$ cat config.mk
export PLATFORM = sky130hd
export DESIGN_NAME = bus_arbiter8_flat
export DESIGN_NICKNAME = d
export VERILOG_FILES = /design/src/rtl/bus_arbiter8_if.sv /design/src/rtl/bus_arbiter8.sv /design/src/flat_wrapper.sv
export SDC_FILE = /design/constraint.sdc
export NUM_CORES = 1
export LEC_CHECK = 0
export CAP_MARGIN = 10
export CORE_UTILIZATION = 60
export CTS_CLUSTER_DIAMETER = 120
export DETAILED_ROUTE_END_ITERATION = 12
export GPL_TIMING_DRIVEN = 0
export PLACE_DENSITY_LB_ADDON = 0.15
export SYNTH_ARGS = -nofsm -noshare
export SYNTH_HDL_FRONTEND = slang
export SYNTH_SLANG_ARGS = --single-unit
$ cat constraint.sdc
create_clock -name clk -period 7.9 [get_ports clk]
set_input_delay 0.79 -clock clk [delete_from_list [all_inputs] [get_ports clk]]
set_output_delay 0.79 -clock clk [all_outputs]
set_load 0.05 [all_outputs]
$ cat src/rtl/bus_arbiter8_if.sv
// Bus arbiter signal bundle: request vector in, grant/select/valid/tenure count out.
// master = arbiter side, slave = requester/mux side.
interface bus_arbiter8_if;
  logic [7:0] req;
  logic [7:0] gnt;
  logic [2:0] sel;
  logic       valid;
  logic [7:0] owner_cycles;

  modport master (
    input  req,
    output gnt,
    output sel,
    output valid,
    output owner_cycles
  );

  modport slave (
    output req,
    input  gnt,
    input  sel,
    input  valid,
    input  owner_cycles
  );
endinterface

$ cat src/rtl/bus_arbiter8.sv
// bus_arbiter8: round-robin arbiter for 8 requesters sharing a 16-bit bus mux.
// Each tenure lasts at most MAX_HOLD cycles (1..255); at a tenure end the next
// winner is picked in the same edge, so there is no idle gap between owners.
// Optional macro ARB_PRIO0_EN: requester 0 wins every arbitration decision it
// takes part in (never preempts a running tenure).
module bus_arbiter8 #(
  parameter int unsigned MAX_HOLD = 4
) (
  input  logic          clk,
  input  logic          reset,
  bus_arbiter8_if.master bus
);

  localparam logic [7:0] HOLD_LAST = 8'(MAX_HOLD - 1);

  typedef enum logic {
    IDLE,
    GRANT
  } state_t;

  state_t     state_q, state_d;
  logic [7:0] gnt_q, gnt_d;
  logic [2:0] sel_q, sel_d;
  logic       valid_q, valid_d;
  logic [7:0] cnt_q, cnt_d;
  logic [2:0] ptr_q, ptr_d;

  logic [2:0] win;
  logic       win_ok;
  logic       tenure_end;

  // Rotating search from ptr: first requester at or after ptr (wrapping) wins.
  always_comb begin
    win    = '0;
    win_ok = 1'b0;
    for (int unsigned k = 0; k < 8; k++) begin
      if (!win_ok && bus.req[ptr_q + 3'(k)]) begin
        win    = ptr_q + 3'(k);
        win_ok = 1'b1;
      end
    end
`ifdef ARB_PRIO0_EN
    if (bus.req[0]) begin
      win    = '0;
      win_ok = 1'b1;
    end
`endif
  end

  // Tenure ends when the owner lets go or has used its last allowed cycle.
  always_comb begin
    tenure_end = !bus.req[sel_q] || (cnt_q == HOLD_LAST);
  end

  // Next-state decode; a tenure end with requests pending goes straight to
  // the next winner, which may be the same owner as a fresh tenure.
  always_comb begin
    state_d = state_q;
    gnt_d   = gnt_q;
    sel_d   = sel_q;
    valid_d = valid_q;
    cnt_d   = cnt_q;
    ptr_d   = ptr_q;
    if (state_q == IDLE || tenure_end) begin
      if (win_ok) begin
        state_d = GRANT;
        gnt_d   = 8'b1 << win;
        sel_d   = win;
        valid_d = 1'b1;
        cnt_d   = '0;
        ptr_d   = win + 3'd1;
      end else begin
        state_d = IDLE;
        gnt_d   = '0;
        valid_d = 1'b0;
        cnt_d   = '0;
      end
    end else begin
      cnt_d = cnt_q + 8'd1;
    end
  end

  // Arbiter state and registered outputs, asynchronously cleared.
  always_ff @(posedge clk or posedge reset) begin
    if (reset) begin
      state_q <= IDLE;
      gnt_q   <= '0;
      sel_q   <= '0;
      valid_q <= 1'b0;
      cnt_q   <= '0;
      ptr_q   <= '0;
    end else begin
      state_q <= state_d;
      gnt_q   <= gnt_d;
      sel_q   <= sel_d;
      valid_q <= valid_d;
      cnt_q   <= cnt_d;
      ptr_q   <= ptr_d;
    end
  end

  assign bus.gnt          = gnt_q;
  assign bus.sel          = sel_q;
  assign bus.valid        = valid_q;
  assign bus.owner_cycles = cnt_q;

endmodule
$ cat src/flat_wrapper.sv
// flat-port wrapper written by rule: the top's interface ports become plain ports
module bus_arbiter8_flat 
#(
  parameter int unsigned MAX_HOLD = 4
)
  (clk, reset, bus_req, bus_gnt, bus_sel, bus_valid, bus_owner_cycles);
  bus_arbiter8_if bus_i ();
  input  logic clk;
  input  logic reset;
  input wire logic [$bits(bus_i.req)-1:0] bus_req;
  output wire logic [$bits(bus_i.gnt)-1:0] bus_gnt;
  output wire logic [$bits(bus_i.sel)-1:0] bus_sel;
  output wire logic [$bits(bus_i.valid)-1:0] bus_valid;
  output wire logic [$bits(bus_i.owner_cycles)-1:0] bus_owner_cycles;
  assign bus_i.req = bus_req;
  assign bus_gnt = bus_i.gnt;
  assign bus_sel = bus_i.sel;
  assign bus_valid = bus_i.valid;
  assign bus_owner_cycles = bus_i.owner_cycles;
  bus_arbiter8 #(.MAX_HOLD(MAX_HOLD)) u_core (.clk(clk), .reset(reset), .bus(bus_i));
endmodule
==> flow_metrics.env <==
export IMPL_status="finished clean"
export IMPL_utilization_pct=74.6
export IMPL_antenna_found_initial=0
export IMPL_critPathCaptureType="flop"
export IMPL_ys_seq_area_share_pct=27.0
export IMPL_detail_route_first_pass_iterations=4
export IMPL_cts_num_sinks=23
export IMPL_layout_drive_gt1_share_pct=15.7
export IMPL_yosysWarnings=0
export IMPL_cts_resized=0
export IMPL_max_stage_delay_ns=0.60
export IMPL_start_util_pct=63.5
export IMPL_grt_pass1_vias=1616
export IMPL_overflow=0
export IMPL_syn_nets=218
export IMPL_synthFlopType="dfrtp_1"
export IMPL_avgViaCountPerCell=6.57
export IMPL_yosys_register_bits=23
export IMPL_rows=21
export IMPL_setup_worst_path_start_class="flop"
export IMPL_layout_commonest_cell="clkdlybuf4s50_1"
export IMPL_slew_violations=0
export IMPL_cts_tree="built"
export IMPL_grt_pass1_wl_um=7510
export IMPL_mostFrequentLayoutCells="clkdlybuf4s50_1 (29), dfrtp_1 (23), nand2_1 (21)"
export IMPL_min_path_type="flop to flop"
export IMPL_postRouteAntennaNets=0
export IMPL_drc=0
export IMPL_antennaDiodeCount=0
export IMPL_wl_per_cell_um=17.1
export IMPL_post_cts_buffers=0
export IMPL_finalSetupViolCount=0
export IMPL_hold_buffers=0
export IMPL_fp_dieW_um=61.6
export IMPL_hold_viol=0
export IMPL_finalCritPeriodShare_pct=49.4
export IMPL_crit_buf_inv=6
export IMPL_die_h_um=61.6
export IMPL_finalCriticalPeriod_ns=3.90
export IMPL_cts_clk_slew_worst_paths_ns=0.12
export IMPL_holdWs_ns=0.502
export IMPL_layout_nets=252
export IMPL_crit_path_max_fanout=10
export IMPL_vias=1846
export IMPL_core_area_sq_mm=0.00336
export IMPL_fmax_mhz=256
export IMPL_crit_family="buffers and inverters"
export IMPL_dieArea_sq_mm=0.00380
export IMPL_maxCapViolations=0
export IMPL_fin_worst_skew_ns=0.00201
export IMPL_crit_slowest_cell="mux4_2"
export IMPL_cp_cell_sequence="buf_6 -> buf_12 -> buf_12 -> inv_1 -> ha_1 -> buf_1 -> mux4_2 -> and4_1 -> a41o_1 -> a211oi_1 -> or2_2 -> inv_1 -> ha_1 -> a32o_1"
export IMPL_drt_wl_total_um=4820
export IMPL_grt_max_degree=24
export IMPL_tns_ns=0
export IMPL_ios=30
export IMPL_grt_usage_pct=27.2
export IMPL_htree_levels=1
export IMPL_synth_distinct_cells=57
export IMPL_crit_required_ns=8.11
export IMPL_drtIter0Drc=130
export IMPL_portBuffers=29
export IMPL_place_congestion=0.926
export IMPL_relSlewSlack_pct=45.0
export IMPL_crit_type="flop to flop"
export IMPL_clock_path_buffers=2
export IMPL_clk_latency_ns=0.31
export IMPL_hpwl_um=3830
export IMPL_cts_made_buffers=3
export IMPL_synth_edf_count=0
export IMPL_syn_inst=202
export IMPL_synth_area_sq_mm=0.00213
export IMPL_rsz0062_at_grt="false"
export IMPL_arrival_ns=4.11
export IMPL_synth_async_reset_ratio_pct=100
export IMPL_syn_avg_cell_area_sq_um=10.6
export IMPL_worstMarginPinSlew_ns=0.825
export IMPL_syn2layout_area_growth_pct=17.5
export IMPL_cts_root_buf="clkbuf_4"
registers in the layout, summed over array words and instances, names as in the netlist:
signal / cells
u_core.bus.owner_cycles: 8
u_core.ptr_q: 3
u_core.bus.sel: 3
u_core.bus.gnt: 8
u_core.bus.valid: 1
worst register-to-register path, stage by stage (launching register included):
cell and delay [ns]:
dfrtp_1 0.42, buf_6 0.15, buf_12 0.14, buf_12 0.13, inv_1 0.07, ha_1 0.40, buf_1 0.49, mux4_2 0.60
and4_1 0.24, a41o_1 0.22, a211oi_1 0.28, or2_2 0.21, inv_1 0.05, ha_1 0.20, a32o_1 0.22
synth_stat cells (3+ instances only):
cell / instances / area (sq um)
a21oi_1: 6 / 30.0
a32o_1: 4 / 40.0
and2_1: 3 / 18.8
and3_1: 6 / 37.5
and4_1: 3 / 26.3
clkbuf_1: 3 / 11.3
dfrtp_1: 23 / 576
ha_1: 6 / 75.1
inv_1: 8 / 30.0
mux2_2: 3 / 33.8
mux2i_1: 15 / 150
mux4_2: 14 / 315
nand2_1: 21 / 78.8
nand3_1: 6 / 30.0
nor2_1: 11 / 41.3
o211ai_1: 3 / 22.5
o21ai_0: 5 / 25.0
o221ai_1: 3 / 26.3
xnor2_1: 4 / 35.0
xor2_1: 6 / 52.6
area by class of cell:
| cell class | count | area, sq um |
|---|---|---|
| buffer | 9 | 82.6 |
| multi-input combinational | 161 | 1440 |
| inverter | 9 | 36.3 |
| timing repair buffer | 29 | 290 |
| sequential | 23 | 576 |
| tap | 46 | 57.6 |
| clock buffer | 4 | 26.3 |
| fill | 264 | 855 |
cells by family (layout without fill, tap and decap cells):
logic type               after synthesis  in the layout  share of synthesized area, %
AND/OR/NAND/NOR                       63             63                          15.9
XOR/XNOR                              10             10                          4.10
buffers and inverters                 18             51                          5.57
multiplexers                          35             35                          26.4
adder cells (fa/ha/maj)                6              6                          3.52
AO/OA/AOI/OAI                         47             47                          17.5
flip-flops                            23             23                          27.0
path summary, 6_finish.rpt:
check / slack (ns) / endpoint / from / depth (start not counted)
min in group asynchronous: 0.93 / u_core.bus.sel[1]$_DFFE_PP0P_ / reset / 2
worst max register to register: 4.00 / u_core.bus.gnt[5]$_DFFE_PP0N_ / u_core.ptr_q[0]$_DFFE_PP0P_ / 14
worst min-delay path: 0.50 / u_core.bus.gnt[3]$_DFFE_PP0N_ / u_core.bus.gnt[3]$_DFFE_PP0N_ / 2
worst min register to register: 0.50 / u_core.bus.gnt[3]$_DFFE_PP0N_ / u_core.bus.gnt[3]$_DFFE_PP0N_ / 2
max in group asynchronous: 6.47 / u_core.bus.owner_cycles[1]$_DFF_PP0_ / reset / 2
worst max-delay path: 4.00 / u_core.bus.gnt[5]$_DFFE_PP0N_ / u_core.ptr_q[0]$_DFFE_PP0P_ / 14
routing by layer:
metal | GRT usage [%] | up-vias | wire length (um)
li1 | - | 857 | -
met1 | 33.5 | 909 | 1970
met2 | 48.8 | 70 | 2540
met3 | 2.52 | 10 | 218
met4 | 10.8 | 0 | 98
met5 | 0 | - | 0
metrics by stage:
step | instance area, sq um | std cells | setup slack (ns)
after global routing | 2510 | 281 | 3.75
after floorplan | 2130 | 202 | 4.41
after global placement | 2480 | 277 | 4.09
after detailed placement | 2480 | 277 | 4.03
final | 2510 | 281 | 4.00
after CTS | 2510 | 281 | 4.02
Power is left out: the tool's default activity adds up to more than one toggle a clock period on the data nets, which glitch-free logic cannot reach.
